File: src/rtl/id_ex_fwd.sv
// ID/EX pipeline register for the RV32I core: captures decoded fields, forwards MEM/WB
// results into the ALU operands and raises load_use so decode holds for one bubble.
module id_ex_fwd #(
    parameter int XLEN = 32
) (
    input  logic            clk,
    input  logic            rst_n,
    input  logic            stall,
    input  logic            flush,
    input  logic            id_valid,
    input  logic [4:0]      id_rs1,
    input  logic [4:0]      id_rs2,
    input  logic [4:0]      id_rd,
    input  logic            id_uses_rs1,
    input  logic            id_uses_rs2,
    input  logic [XLEN-1:0] id_rs1_val,
    input  logic [XLEN-1:0] id_rs2_val,
    input  logic [XLEN-1:0] id_imm,
    input  logic            id_use_imm,
    input  logic [3:0]      id_alu_ctrl,
    input  logic            id_reg_write,
    input  logic            id_mem_read,
    input  logic [4:0]      mem_rd,
    input  logic [4:0]      wb_rd,
    input  logic            mem_reg_write,
    input  logic            wb_reg_write,
    input  logic [XLEN-1:0] mem_res,
    input  logic [XLEN-1:0] wb_res,
    output logic            ex_valid,
    output logic [XLEN-1:0] ex_A,
    output logic [XLEN-1:0] ex_B,
    output logic [3:0]      ex_ctrl,
    output logic [XLEN-1:0] ex_store_data,
    output logic [4:0]      ex_rd,
    output logic            ex_reg_write,
    output logic            ex_mem_read,
    output logic            load_use
);

    logic            r_valid;
    logic [4:0]      r_rs1;
    logic [4:0]      r_rs2;
    logic [4:0]      r_rd;
    logic [XLEN-1:0] r_rs1_val;
    logic [XLEN-1:0] r_rs2_val;
    logic [XLEN-1:0] r_imm;
    logic            r_use_imm;
    logic [3:0]      r_alu_ctrl;
    logic            r_reg_write;
    logic            r_mem_read;

    logic            w_load_use;
    logic [XLEN-1:0] w_fwd_rs1;
    logic [XLEN-1:0] w_fwd_rs2;

    // MEM is the younger writer, so it takes precedence over WB; x0 is never forwarded.
    function automatic logic [XLEN-1:0] fwd_sel(
        input logic [4:0]      r,
        input logic [XLEN-1:0] v,
        input logic            m_we,
        input logic [4:0]      m_rd,
        input logic [XLEN-1:0] m_res,
        input logic            w_we,
        input logic [4:0]      w_rd,
        input logic [XLEN-1:0] w_res
    );
        logic [XLEN-1:0] sel;
        sel = v;
        if (r != 5'd0) begin
            if (m_we && (m_rd == r))
                sel = m_res;
            else if (w_we && (w_rd == r))
                sel = w_res;
        end
        return sel;
    endfunction

    always_comb begin
        w_load_use = r_valid && r_mem_read && (r_rd != 5'd0) && id_valid &&
                     ((id_uses_rs1 && (id_rs1 == r_rd)) ||
                      (id_uses_rs2 && (id_rs2 == r_rd)));
        w_fwd_rs1  = fwd_sel(r_rs1, r_rs1_val, mem_reg_write, mem_rd, mem_res,
                             wb_reg_write, wb_rd, wb_res);
        w_fwd_rs2  = fwd_sel(r_rs2, r_rs2_val, mem_reg_write, mem_rd, mem_res,
                             wb_reg_write, wb_rd, wb_res);
    end

    always_ff @(posedge clk) begin
        if (!rst_n) begin
            r_valid     <= 1'b0;
            r_rs1       <= '0;
            r_rs2       <= '0;
            r_rd        <= '0;
            r_rs1_val   <= '0;
            r_rs2_val   <= '0;
            r_imm       <= '0;
            r_use_imm   <= 1'b0;
            r_alu_ctrl  <= '0;
            r_reg_write <= 1'b0;
            r_mem_read  <= 1'b0;
        end else if (flush || (!stall && w_load_use)) begin
            r_valid     <= 1'b0;
            r_reg_write <= 1'b0;
            r_mem_read  <= 1'b0;
        end else if (!stall) begin
            r_valid     <= id_valid;
            r_rs1       <= id_rs1;
            r_rs2       <= id_rs2;
            r_rd        <= id_rd;
            r_rs1_val   <= id_rs1_val;
            r_rs2_val   <= id_rs2_val;
            r_imm       <= id_imm;
            r_use_imm   <= id_use_imm;
            r_alu_ctrl  <= id_alu_ctrl;
            r_reg_write <= id_reg_write && id_valid;
            r_mem_read  <= id_mem_read && id_valid;
        end
    end

    assign ex_valid      = r_valid;
    assign ex_A          = w_fwd_rs1;
    assign ex_B          = r_use_imm ? r_imm : w_fwd_rs2;
    assign ex_store_data = w_fwd_rs2;
    assign ex_ctrl       = r_alu_ctrl;
    assign ex_rd         = r_rd;
    assign ex_reg_write  = r_reg_write;
    assign ex_mem_read   = r_mem_read;
    assign load_use      = w_load_use;

endmodule

File: config.mk
export PLATFORM = sky130hd
export DESIGN_NAME = id_ex_fwd
export DESIGN_NICKNAME = d
export VERILOG_FILES = /design/src/rtl/id_ex_fwd.sv
export SDC_FILE = /design/constraint.sdc
export NUM_CORES = 1
export LEC_CHECK = 0
export CORE_MARGIN = 2
export CORE_UTILIZATION = 45
export CTS_BUF_LIST = sky130_fd_sc_hd__clkbuf_16
export DETAILED_ROUTE_END_ITERATION = 10
export GPL_ROUTABILITY_DRIVEN = 0
export PLACE_DENSITY_LB_ADDON = 0.2
export SYNTH_ARGS = -nofsm -noshare
export SYNTH_HDL_FRONTEND = slang
export SYNTH_SLANG_ARGS = --single-unit
File: constraint.sdc
create_clock -name clk -period 3.1 [get_ports clk]
set_input_delay 0.31 -clock clk [delete_from_list [all_inputs] [get_ports clk]]
set_output_delay 0.31 -clock clk [all_outputs]
set_load 0.03 [all_outputs]
; Word level (Yosys, flattened, before mapping)
; Index checks and enable logic that the tools add are counted.
[word_totals]
register_bits = 119
input_bits = 201
out_inout_bits = 109
word_cells = 48
[classes]
n_eq_ne = 6
mux = 7
bitwise = 3
n_reduce_logical = 21
[op_table]
columns = op, count
row1 = 32-bit two-way mux, 7
row2 = 5-bit equality test, 6
row3 = 5-bit nonzero test, 3
row4 = 1-bit logical AND, 13
row5 = 1-bit NOT, 3
row6 = 1-bit logical OR, 2
row7 = 2-bit AND reduction, 1
row8 = 2-bit OR reduction, 1
row9 = 1-bit logical NOT, 1

; Depth between registers and ports, before layout
[logic_depth]
ltp_word = 8
mapped_depth = 8

; Worst setup path before layout
; Ideal clock, no wire load.
[synth_path]
path_type = register to output
startpoint = register r_rs2[2]
endpoint = output port ex_B[10]
t_arrival_ns = 2.122
t_required_ns = 2.790
setup_slack_ns = 0.668
path_stages_with_launch = 7
path_buffers = 1
cell_sequence = dfxtp_1 > xnor2_1 > nand4_1 > o211ai_1 > buf_2 > o22ai_1 > a221oi_1
[synth_via]
elab_chain_cells = 6
elab_cells_between_ends = 9
classes_between = eq/ne: 2 / mux: 4 / reduce/logical: 3
[synth_rtl]
columns = element, line_no
row1 = start: declaration, 42  ; logic [4:0] r_rs2;
row2 = start signal: assignment, 108  ; r_rs2 <= id_rs2;
row3 = 5-bit equality test, 72  ; else if (w_we && (w_rd == r))
row4 = 1-bit logical AND, 72
row5 = 32-bit two-way mux, 72
row6 = 32-bit two-way mux, 70  ; if (m_we && (m_rd == r))
row7 = 32-bit two-way mux (*), 69  ; if (r != 5'd0) begin
row8 = 32-bit two-way mux (*), 122  ; assign ex_B = r_use_imm ? r_imm : w_fwd_rs2;
row9 = end: declaration, 31  ; output logic [XLEN-1:0] ex_B,
; Every way passes the cells marked *; elsewhere a longest branch is shown, timed or not.

; Worst setup path in the final report
[layout_path]
startpoint = register r_rs2[1]
endpoint = output port ex_B[20]
; Same word-level chain as after synthesis.

==> results.json <==
{
  "grt_max_degree": 116,
  "syn_inst": 888,
  "wl_per_cell_um": 20.20,
  "grtUsageTotal": 0.3105,
  "worst_slew_margin_rel": 0.3041,
  "routed_wl_um": 27760,
  "required_ns": 2.79,
  "tightest_slew_ns": 1.042,
  "ios": 310,
  "vias": 7711,
  "p_comb_frac": 0.280,
  "regArea_sq_um": 2384,
  "cts_hold_buf": 0,
  "power_frac_seq": 0.352,
  "cp_data_arrival_time_ns": 2.60,
  "drive_above_1_share": 0.1305,
  "cts_tree": "built",
  "crit_top_cell": "buf_12",
  "syn_area_sq_um": 7328,
  "die_w_um": 131.6,
  "hold_path_class": "in -> reg",
  "multi_input_area_sq_um": 4368,
  "status": "finished clean",
  "row_count": 46,
  "final_common_cell": "nand2_1",
  "ant_nets": 0,
  "fin_nets": 1349,
  "fmax_mhz": 343.9,
  "antenna_found_initial": 1,
  "fp.dieArea_sq_um": 17320,
  "rsz0062_at_grt": "false",
  "path_class": "reg -> out",
  "coreArea_sq_um": 15890,
  "postCtsSetupBuffers": 0,
  "skew_ns": 0.01109,
  "synth-warning-count": 0,
  "post-route-period-util": 0.9379,
  "power_density_nw_per_um2": 435.4,
  "path_cells": "xnor2_1, nand4_1, o211ai_1, buf_12, o22ai_1, a221oi_1, buf_12",
  "cp_max_fo": 32,
  "setup-tns-final_ns": 0,
  "p_sw_mw": 1.469,
  "grt_pass1_wl_um": 42030,
  "cp-start-kind": "flip-flop",
  "clk_latency_ns": 0.42,
  "dpl_cell_area_sq_um": 10400,
  "port_buffers": 309,
  "drv_slew": 0,
  "fillerInstances": 1334,
  "seq_area_frac_synth": 0.3251,
  "drc": 0,
  "setup_violations": 0,
  "power_frac_clock": 0.368,
  "cts_root_buf": "clkbuf_16",
  "ys_ff_latch": 119,
  "dp_hpwl_um": 20010,
  "crit_buf_inv": 2,
  "first_pass_iters": 5,
  "start_util": 0.4613,
  "min_period_ns": 2.908,
  "avgSynthCellArea_sq_um": 8.253,
  "synth.distinct_cells": 35,
  "maxCapViolations": 0,
  "syn_nets": 1089,
  "slowest_stage": "a221oi_1",
  "area_growth_pct": 48.76,
  "cts_sinks": 119,
  "p_int_mw": 3.277,
  "ctsResizeCount": 0,
  "cp_top_family": "compound AO/OA/AOI/OAI gates",
  "max-clock-path-buffers": 2,
  "peakVddDrop_uv": 404.2,
  "die_h_um": 131.6,
  "final_cell_mix": "239 x nand2_1, 212 x clkdlybuf4s50_1, 118 x dfxtp_1",
  "p_leak_nw": 4.251,
  "routed_via_density": 5.612,
  "cts_max_level": 4,
  "grt_overflow": 0,
  "sw_frac_of_total": 0.3095,
  "crit_path_max_incr_delay_ns": 0.46,
  "power_mw": 4.747,
  "cts_made_buffers": 17,
  "stdcell_area_sq_um": 10900,
  "clkTransAtPathRegs_ns": 0.05,
  "end_kind": "primary output",
  "hold_viol_final": 0,
  "first_global_vias": 7516,
  "drt_iter0_drc": 612
}
==> sequential cells by signal, summed over array words and instances (netlist names), 4 cells and up <==
name / flops
r_rs2_val: 32
ex_ctrl: 4
r_imm: 32
r_rs1_val: 32
ex_rd: 5
r_rs1: 5
r_rs2: 5
==> per-layer routing <==
layer	vias up	global-route usage	share of wire
met5	-	0	0
met4	0	0.1540	0.043
met3	72	0.09105	0.093
met2	392	0.5096	0.47
met1	3538	0.3700	0.39
li1	3709	-	-
==> final cells by class <==
type                    instances  area share
diodes                          1   0.0002295
clock buffers                  17     0.03902
clock inverters                11    0.006657
inverters                      34     0.01171
multi-input cells             644      0.4007
flip-flops and latches        119      0.2186
well taps                     216     0.02479
repair buffers                332      0.2983
==> through the flow <==
step	hold WS, ns	setup WS (ns)	utilization	std cells
after detailed placement	0.4473	0.2467	0.6548	1345
after global placement	0.4420	0.2663	0.6548	1345
after floorplan	0.4124	0.6677	-	888
after CTS	0.3699	0.1951	0.6861	1373
after global routing	0.4021	0.08413	0.6863	1374
final	0.3771	0.1925	0.6863	1374
==> path summary, 6_finish.rpt <==
kind	start	end	slack (ns)	depth (start not counted)
worst max-delay path	r_rs2[1]$_SDFFE_PN0P_	ex_B[20]	0.19	7
worst min-delay path	rst_n	r_rs1[1]$_SDFFE_PN0P_	0.38	3
worst max register to register	ex_rd[0]$_SDFFE_PN0P_	r_rs2_val[28]$_SDFFE_PN0P_	1.04	6
worst min register to register	ex_ctrl[3]$_SDFFE_PN0P_	ex_ctrl[3]$_SDFFE_PN0P_	0.45	2
==> cells by family after synthesis <==
family / Yosys count / synth area share
and+or+nand+nor: 296 / 0.1764
AOI/OAI and AO/OA: 202 / 0.2194
buffers and inverters: 125 / 0.08486
DFF: 119 / 0.3251
muxes: 116 / 0.1584
xor gates and xnor gates: 30 / 0.03585
==> cells in the mapped netlist (all sizes together) <==
library cell	number	area, sq um
nand2	240	900.9
dfxtp	119	2382
mux2i	116	1161
a2bb2oi	62	543.0
clkbuf	57	214.0
buf	34	280.3
inv	34	127.6
o22ai	33	206.5
o31ai	33	247.7
a211oi	32	240.2
a221oi	32	280.3
nand3b	32	240.2
xnor2	20	175.2
xor2	10	87.58
nand3	4	20.02
nor2	4	15.01
a21oi	3	15.01
and2	3	18.77
nand4	3	18.77
nor3	3	15.01
and3	2	12.51
nor4	2	27.53
o41ai	2	17.52
a21boi	1	11.26
a2bb2o	1	20.02
a311oi	1	8.760
and4	1	11.26
nor2b	1	6.260
o211ai	1	7.510
o2bb2a	1	10.01
or2	1	6.260
==> tightest hold or removal path: stages <==
cell and delay [ns]:
buf_6 0.24, nand2_1 0.13, mux2i_1 0.05
==> power by group through the flow <==
stage	clock, mW	sequential [mW]	combinational (mW)
after global placement	0	1.70	1.31
after detailed placement	0	1.70	1.31
after CTS	1.76	1.67	1.32
after global routing	1.84	1.68	1.40
final	1.75	1.67	1.33
after floorplan	0	1.70	0.699
Note: power is estimated with default switching activity, not from simulation.
